**src/rtl/roulette_round_ctrl.sv**
```systemverilog
// Roulette round sequencer: press edge detect, spin window, evaluation and balance/payout.
// Optional `ROULETTE_GREEN_ZERO_EN: a latched 0 loses in both game modes.
//
// state | meaning
// READY | idle, waiting for a fresh spin press
// SPIN  | sampling rand_in for SPIN_CYCLES cycles
// EVAL  | one cycle: score the latched number, apply payout
// WIN   | balance reached BAL_WIN, absorbing until reset
// LOSE  | balance reached 0, absorbing until reset
module roulette_round_ctrl #(
    parameter int SPIN_CYCLES = 16,
    parameter int BAL_W       = 5,
    parameter int BAL_INIT    = 10,
    parameter int BAL_WIN     = 20
) (
    input  logic             clock,
    input  logic             reset_n,
    input  logic             spin_btn,
    input  logic             mode,
    input  logic [4:0]       guess,
    input  logic [4:0]       rand_in,
    output logic [4:0]       rand_latched,
    output logic [BAL_W-1:0] balance,
    output logic [2:0]       state_out,
    output logic             busy,
    output logic             result_valid,
    output logic             last_win,
    output logic             win_led,
    output logic             lose_led
);

    localparam logic [2:0] S_READY = 3'd0;
    localparam logic [2:0] S_SPIN  = 3'd1;
    localparam logic [2:0] S_EVAL  = 3'd2;
    localparam logic [2:0] S_WIN   = 3'd3;
    localparam logic [2:0] S_LOSE  = 3'd4;

    localparam logic [7:0]       CNT_LOAD  = 8'(SPIN_CYCLES - 1);
    localparam logic [BAL_W-1:0] BAL_RST   = BAL_W'(BAL_INIT);
    localparam logic [BAL_W-1:0] BAL_GOAL  = BAL_W'(BAL_WIN);
    localparam logic [BAL_W-1:0] PAY_EVEN  = BAL_W'(2);
    localparam logic [BAL_W-1:0] PAY_EXACT = BAL_W'(5);
    localparam logic [BAL_W-1:0] BAL_ONE   = BAL_W'(1);

    logic [2:0]       state;
    logic [7:0]       cnt;
    logic             btn_q;
    logic             press;
    logic             match;
    logic             win;
    logic [BAL_W-1:0] payout;
    logic [BAL_W-1:0] bal_next;

    always_comb begin
        press = btn_q && !spin_btn;
        if (mode)
            match = (rand_latched == guess);
        else
            match = (rand_latched[0] == ~guess[0]);
`ifdef ROULETTE_GREEN_ZERO_EN
        win = match && (rand_latched != 5'd0);
`else
        win = match;
`endif
        payout   = mode ? PAY_EXACT : PAY_EVEN;
        bal_next = win ? (balance + payout) : (balance - BAL_ONE);
    end

    always_ff @(posedge clock) begin
        if (!reset_n) begin
            state        <= S_READY;
            balance      <= BAL_RST;
            rand_latched <= 5'd0;
            cnt          <= 8'd0;
            result_valid <= 1'b0;
            last_win     <= 1'b0;
            btn_q        <= 1'b1;
        end else begin
            btn_q        <= spin_btn;
            result_valid <= 1'b0;
            case (state)
                S_READY: begin
                    if (press) begin
                        state <= S_SPIN;
                        cnt   <= CNT_LOAD;
                    end
                end
                S_SPIN: begin
                    // the value captured on the terminal-count cycle is the final draw
                    rand_latched <= rand_in;
                    if (cnt == 8'd0)
                        state <= S_EVAL;
                    else
                        cnt <= cnt - 8'd1;
                end
                S_EVAL: begin
                    balance      <= bal_next;
                    last_win     <= win;
                    result_valid <= 1'b1;
                    if (bal_next >= BAL_GOAL)
                        state <= S_WIN;
                    else if (bal_next == '0)
                        state <= S_LOSE;
                    else
                        state <= S_READY;
                end
                default: state <= state;
            endcase
        end
    end

    assign state_out = state;
    assign busy      = (state == S_SPIN) || (state == S_EVAL);
    assign win_led   = (state == S_WIN);
    assign lose_led  = (state == S_LOSE);

endmodule
```
**config.mk**
```make
export PLATFORM = sky130hd
export DESIGN_NAME = roulette_round_ctrl
export DESIGN_NICKNAME = d
export VERILOG_FILES = /design/src/rtl/roulette_round_ctrl.sv
export SDC_FILE = /design/constraint.sdc
export NUM_CORES = 1
export LEC_CHECK = 0
export BUFFER_PORTS_ARGS = -buffer_cell sky130_fd_sc_hd__buf_2
export CORE_ASPECT_RATIO = 1.1
export CORE_MARGIN = 5
export CORE_UTILIZATION = 35
export DETAILED_ROUTE_END_ITERATION = 8
export MAX_ROUTING_LAYER = met4
export PLACE_DENSITY_LB_ADDON = 0.12
export SLEW_MARGIN = 20
export SYNTH_ARGS = -nofsm -noshare
export SYNTH_HDL_FRONTEND = slang
export SYNTH_SLANG_ARGS = --single-unit
```
**constraint.sdc**
```tcl
create_clock -name clock -period 3.73 [get_ports clock]
set_input_delay 0.373 -clock clock [delete_from_list [all_inputs] [get_ports clock]]
set_output_delay 0.373 -clock clock [all_outputs]
set_load 0.1 [all_outputs]
```
# Word level (Yosys, flattened, before mapping)

Index checks and enable logic that the tools add are counted.

Mux-type cells: 12
Equality and inequality tests: 9
Bitwise logic cells: 1
Reduce and logical (&&, ||, !) cells: 10
Magnitude comparators: 1
$add $sub $neg: 3

Operator list:

| kind                  | count |
|---|---|
| $mux W8               | 2 |
| $pmux W8 S2           | 1 |
| $mux W3               | 5 |
| $pmux W3 S3           | 1 |
| $logic_not A8 Y1      | 1 |
| $sub A8 B1 Y8 const B | 1 |
| $eq A3 B2 Y1 const B  | 2 |
| $ne A2 B2 Y1 const B  | 3 |
| $reduce_and A3 Y1     | 2 |
| $add A5 B3 Y5         | 1 |
| $eq A5 B5 Y1          | 1 |
| $ge A5 B5 Y1 const B  | 1 |
| $logic_not A5 Y1      | 1 |
| $mux W5               | 1 |
| $sub A5 B1 Y5 const B | 1 |
| $eq A3 B1 Y1 const B  | 1 |
| $eq A3 B3 Y1 const B  | 1 |
| $logic_not A3 Y1      | 1 |
| $reduce_bool A3 Y1    | 1 |
| $mux W1               | 2 |
| $reduce_bool A2 Y1    | 1 |
| $eq A1 B1 Y1          | 1 |
| $logic_and A1 B1 Y1   | 1 |
| $logic_not A1 Y1      | 1 |
| 2 further kinds       | 2 |

Logic and storage cells: 43
Bits in registers: 24
Output and inout port bits: 18
Bits of input ports: 14

# Logic depth before layout (Yosys ltp)

Depth after elaboration: 8
Mapped depth: 10
Gate-level depth less buffers: 10

# Worst setup path before layout

No wires, ideal clock.

Path type: register to output
From: reg state[1] (netlist: state_out[1])
To: out win_led
Setup slack: -99 ps
Data required time: 3357 ps
Data arrival time: 3456 ps
Buffers on the path: 0
Cell stages (with the launch flop): 3
Path through: dfxtp_1 > inv_1 > nor3b_1

Longest elaborated chain between the ends: 1

RTL lines:

| what                   | RTL line | source |
|---|---|---|
| start, declared        | 45       | `logic [2:0] state;` |
| start signal, assigned | 107      | `default: state <= state;` |
| $eq A3 B2 Y1           | 114      | `assign win_led = (state == S_WIN);` |
| end, declared          | 28       | `output logic win_led,` |

Every way passes these cells.

# Final worst setup path

From: reg rand_latched[0]
To: reg state[0] (netlist: state_out[0])

Longest elaborated chain between the ends: 6
Elaborated cells between the ends (all ways): 7
Those cells by class: 1 x order compare; 2 x eq/ne; 4 x mux

RTL lines:

| what                                         | RTL line | source |
|---|---|---|
| start, declared                              | 22       | `output logic [4:0] rand_latched,` |
| start signal, assigned                       | 90       | `rand_latched <= rand_in;` |
| $eq A5 B5 Y1 or $eq A1 B1 Y1 (tied branches) | 57, 59   |  |
| $mux W1 *                                    | 56       | `if (mode)` |
| $mux W5 *                                    | 66       | `bal_next = win ? (balance + payout) : (balance - BAL_ONE);` |
| $ge A5 B5 Y1 *                               | 100      | `if (bal_next >= BAL_GOAL)` |
| $mux W3 *                                    | 100      |  |
| $pmux W3 S3 *                                | 81       | `case (state)` |

Every way passes the cells marked *; elsewhere a longest branch is shown, timed or not.
A chain may end at the register's enable or synchronous reset.

==> metrics.txt <==
Worst Setup End Kind=flop; hold path start=spin_btn; Synth Flop Type=dfxtp_1; DIE WIDTH=68.3 um; Seq cells post-synth=24; DP Worst Slack=0.772 ns; Worst Hold Depth=2; Worst R2R Start=rand_latched[0]; Net count, final=203; largest area contributor in the netlist=dfxtp_1; post-route ant nets=0; # IOs=32; Switching Share=0.416; CORE AREA=3630 um^2; top-count cell post-synth=dfxtp_1; YS warnings=0; status=finished, final reports clean; worst reg-to-reg setup slack=0.90 ns; CTS Buf Count=3; Synth cell types=42; Worst Hold Class=input port to flop; DR vias=1136; CTS clk-pin slew, worst paths=0.09 ns; Leak=0.658 nW; DRT iter0 DRCs=57; chip height=74.1 um; router iterations before antenna repair=4; Congestion Overflow GR=0; final worst slack=0.901 ns; Clk pwr share=0.209; Detailed Place HPWL=2330 um; htree depth=1; maximum VDD drop=0.000208 V; Resized cells post-CTS=0; Die Area=5060 um^2; starting density of the core=0.360; IO Port Bufs=31; Synth async-reset ratio=0; Clock Latency Late Sink=0.27 ns; CP Max Fanout=6; relative slew slack=0.328; Mapped Area=1310 um^2; Power Density=487 nW/um^2; RSZ-0062 raised after global routing=no; Pint=437 uW; Final TNS setup=0 ns; hold_buf cts=0; Critical Path RT=3.84 ns; crit path launch type=flop; Final Hold Fails=0; Reg power frac=0.406; Net Switching=311 uW; placement row count=23; DRC errors left=0; DR vias/cell=4.94; Gate power share=0.385; TritonCTS clock tree=done; number of synthesized flops with an enable pin=0; Antenna Cells=0; Synth area leaders=dfxtp_1 (37%), xor2_1 (6.7%), nand2_1 (6.3%), ha_1 (5.7%), a21oi_1 (5.4%); worst-case hold path end point=btn_q; Critical Path Max Stage Delay=0.53 ns; initial antenna violation count=0; cells after synthesis=151; Post-synth top cells=dfxtp_1 (24), nand2_1 (22), a21oi_1 (14); Post-Syn Area per Cell=8.65 um^2; Avg WL per Cell=13.2 um; Final min period=2.83 ns; Max-Cap Viols=0; Clock Root Buffer=clkbuf_8; final worst path period share=0.759; CP Class=flop to flop; Worst Reg-to-Reg Cells=10; share of cells above drive strength 1=0.222; Routability Congestion=0.944; Fmax achieved=353 MHz; worst r2r dst=state_out[0]; number of global-route vias before repair=1107; Clock Path Buffers=2; GRT Resource Usage Total=0.132; area share of the largest cell type after synthesis=0.368; first-pass GRT wire length=5040 um; post-CTS setup buffer count=0; overall routed net length=3030 um; Final setup viols=0; fin. max-slew vios=0; Mapped Nets=172; Slowest cell on crit path=or4_1; worst-path cell chain=xor2_1, nor4_1, a31o_2, inv_1, ha_1, or4_1, o41ai_1, nor4bb_1, mux2i_1, a21oi_1; CTS sink count=24; largest net degree at the start of global routing=14; sequential area share after synthesis=0.368; area grow syn2layout=17.7%; Arr. time, crit path=2.94 ns; slew at the pin with the worst max-slew slack=1.00 ns; skew final=0.00407 ns
## through the flow
step                instances  power, mW  utilization  hold slack, ns  cell area [um^2]
floorplan                 151      0.549            -           0.454              1320
global placement          227      0.596        0.413           0.466              1500
detailed placement        227      0.599        0.413           0.472              1500
CTS                       230      0.756        0.424           0.291              1540
global route              230      0.794        0.424           0.302              1540
finish                    230      0.748        0.424           0.292              1540
## layer usage
metal | part of all wire | global-route usage | up-vias
li1 | - | - | 598
met1 | 0.49 | 0.170 | 520
met2 | 0.47 | 0.207 | 16
met3 | 0.034 | 0.0272 | 2
met4 | 0.0056 | 0.0442 | 0
met5 | 0 | - | -
## layout make-up
class	instances	area, um^2
repair buffers	31	155
clock buffers	3	41.3
fillers	374	2090
flip-flops and latches	24	480
inverters	6	22.5
multi-input cells	116	776
well taps	50	62.6
## worst max path at each step
stage,startpoint,endpoint,slack (ns),depth (start not counted)
3_5_place_dp,guess[0],state_out[0],0.77,11
5_1_grt,rand_latched[0],state_out[0],0.65,10
2_1_floorplan,rand_latched[0],state_out[2],0.50,10
3_3_place_gp,guess[0],state_out[0],0.87,11
6_report,rand_latched[0],state_out[0],0.90,10
4_1_cts,rand_latched[0],state_out[0],0.90,10
## layout by cell type (no fill, tap or decap), types with 3 or more instances in the layout
master and instances:
xor2_1 10, clkbuf_8 3, nor4_1 3, dfxtp_1 24, nand3_1 4, a211oi_1 4
a21oi_1 14, buf_2 31, inv_1 6, nor3_1 4, nor2_1 11, xnor2_1 3
ha_1 6, nand2_1 22
## power by group through the flow
stage                     registers [mW]  logic, mW  clock network [mW]
after floorplan                    0.379      0.170                   0
after CTS                          0.304      0.291               0.162
final                              0.304      0.288               0.157
after global routing               0.308      0.314               0.171
after detailed placement           0.310      0.289                   0
after global placement             0.309      0.287                   0
## critical path, delay by kind of cell (launching register included)
family	cells	cell delay, ns
adders and majority gates	1	0.34
and+or+nand+nor	3	1.05
xor gates and xnor gates	1	0.17
AOI/OAI and AO/OA	3	0.50
DFF	1	0.33
muxes	1	0.21
buffers and inverters	1	0.07
## sequential cells by signal (all words and copies together) (netlist names)
name / flops
balance: 5
btn_q: 1
cnt: 8
last_win: 1
rand_latched: 5
result_valid: 1
state_out: 3
## cell families (layout without fill, tap and decap cells)
group	Yosys count	count (layout)	share of synthesized area
buffers and inverters	11	40	0.0460
AO/OA/AOI/OAI	33	33	0.178
multiplexers	1	1	0.00766
AND/OR/NAND/NOR	62	62	0.240
flip-flops	24	24	0.368
XOR/XNOR	13	13	0.0872
adder cells (fa/ha/maj)	7	7	0.0728
Power figures use the tool's default switching activity.
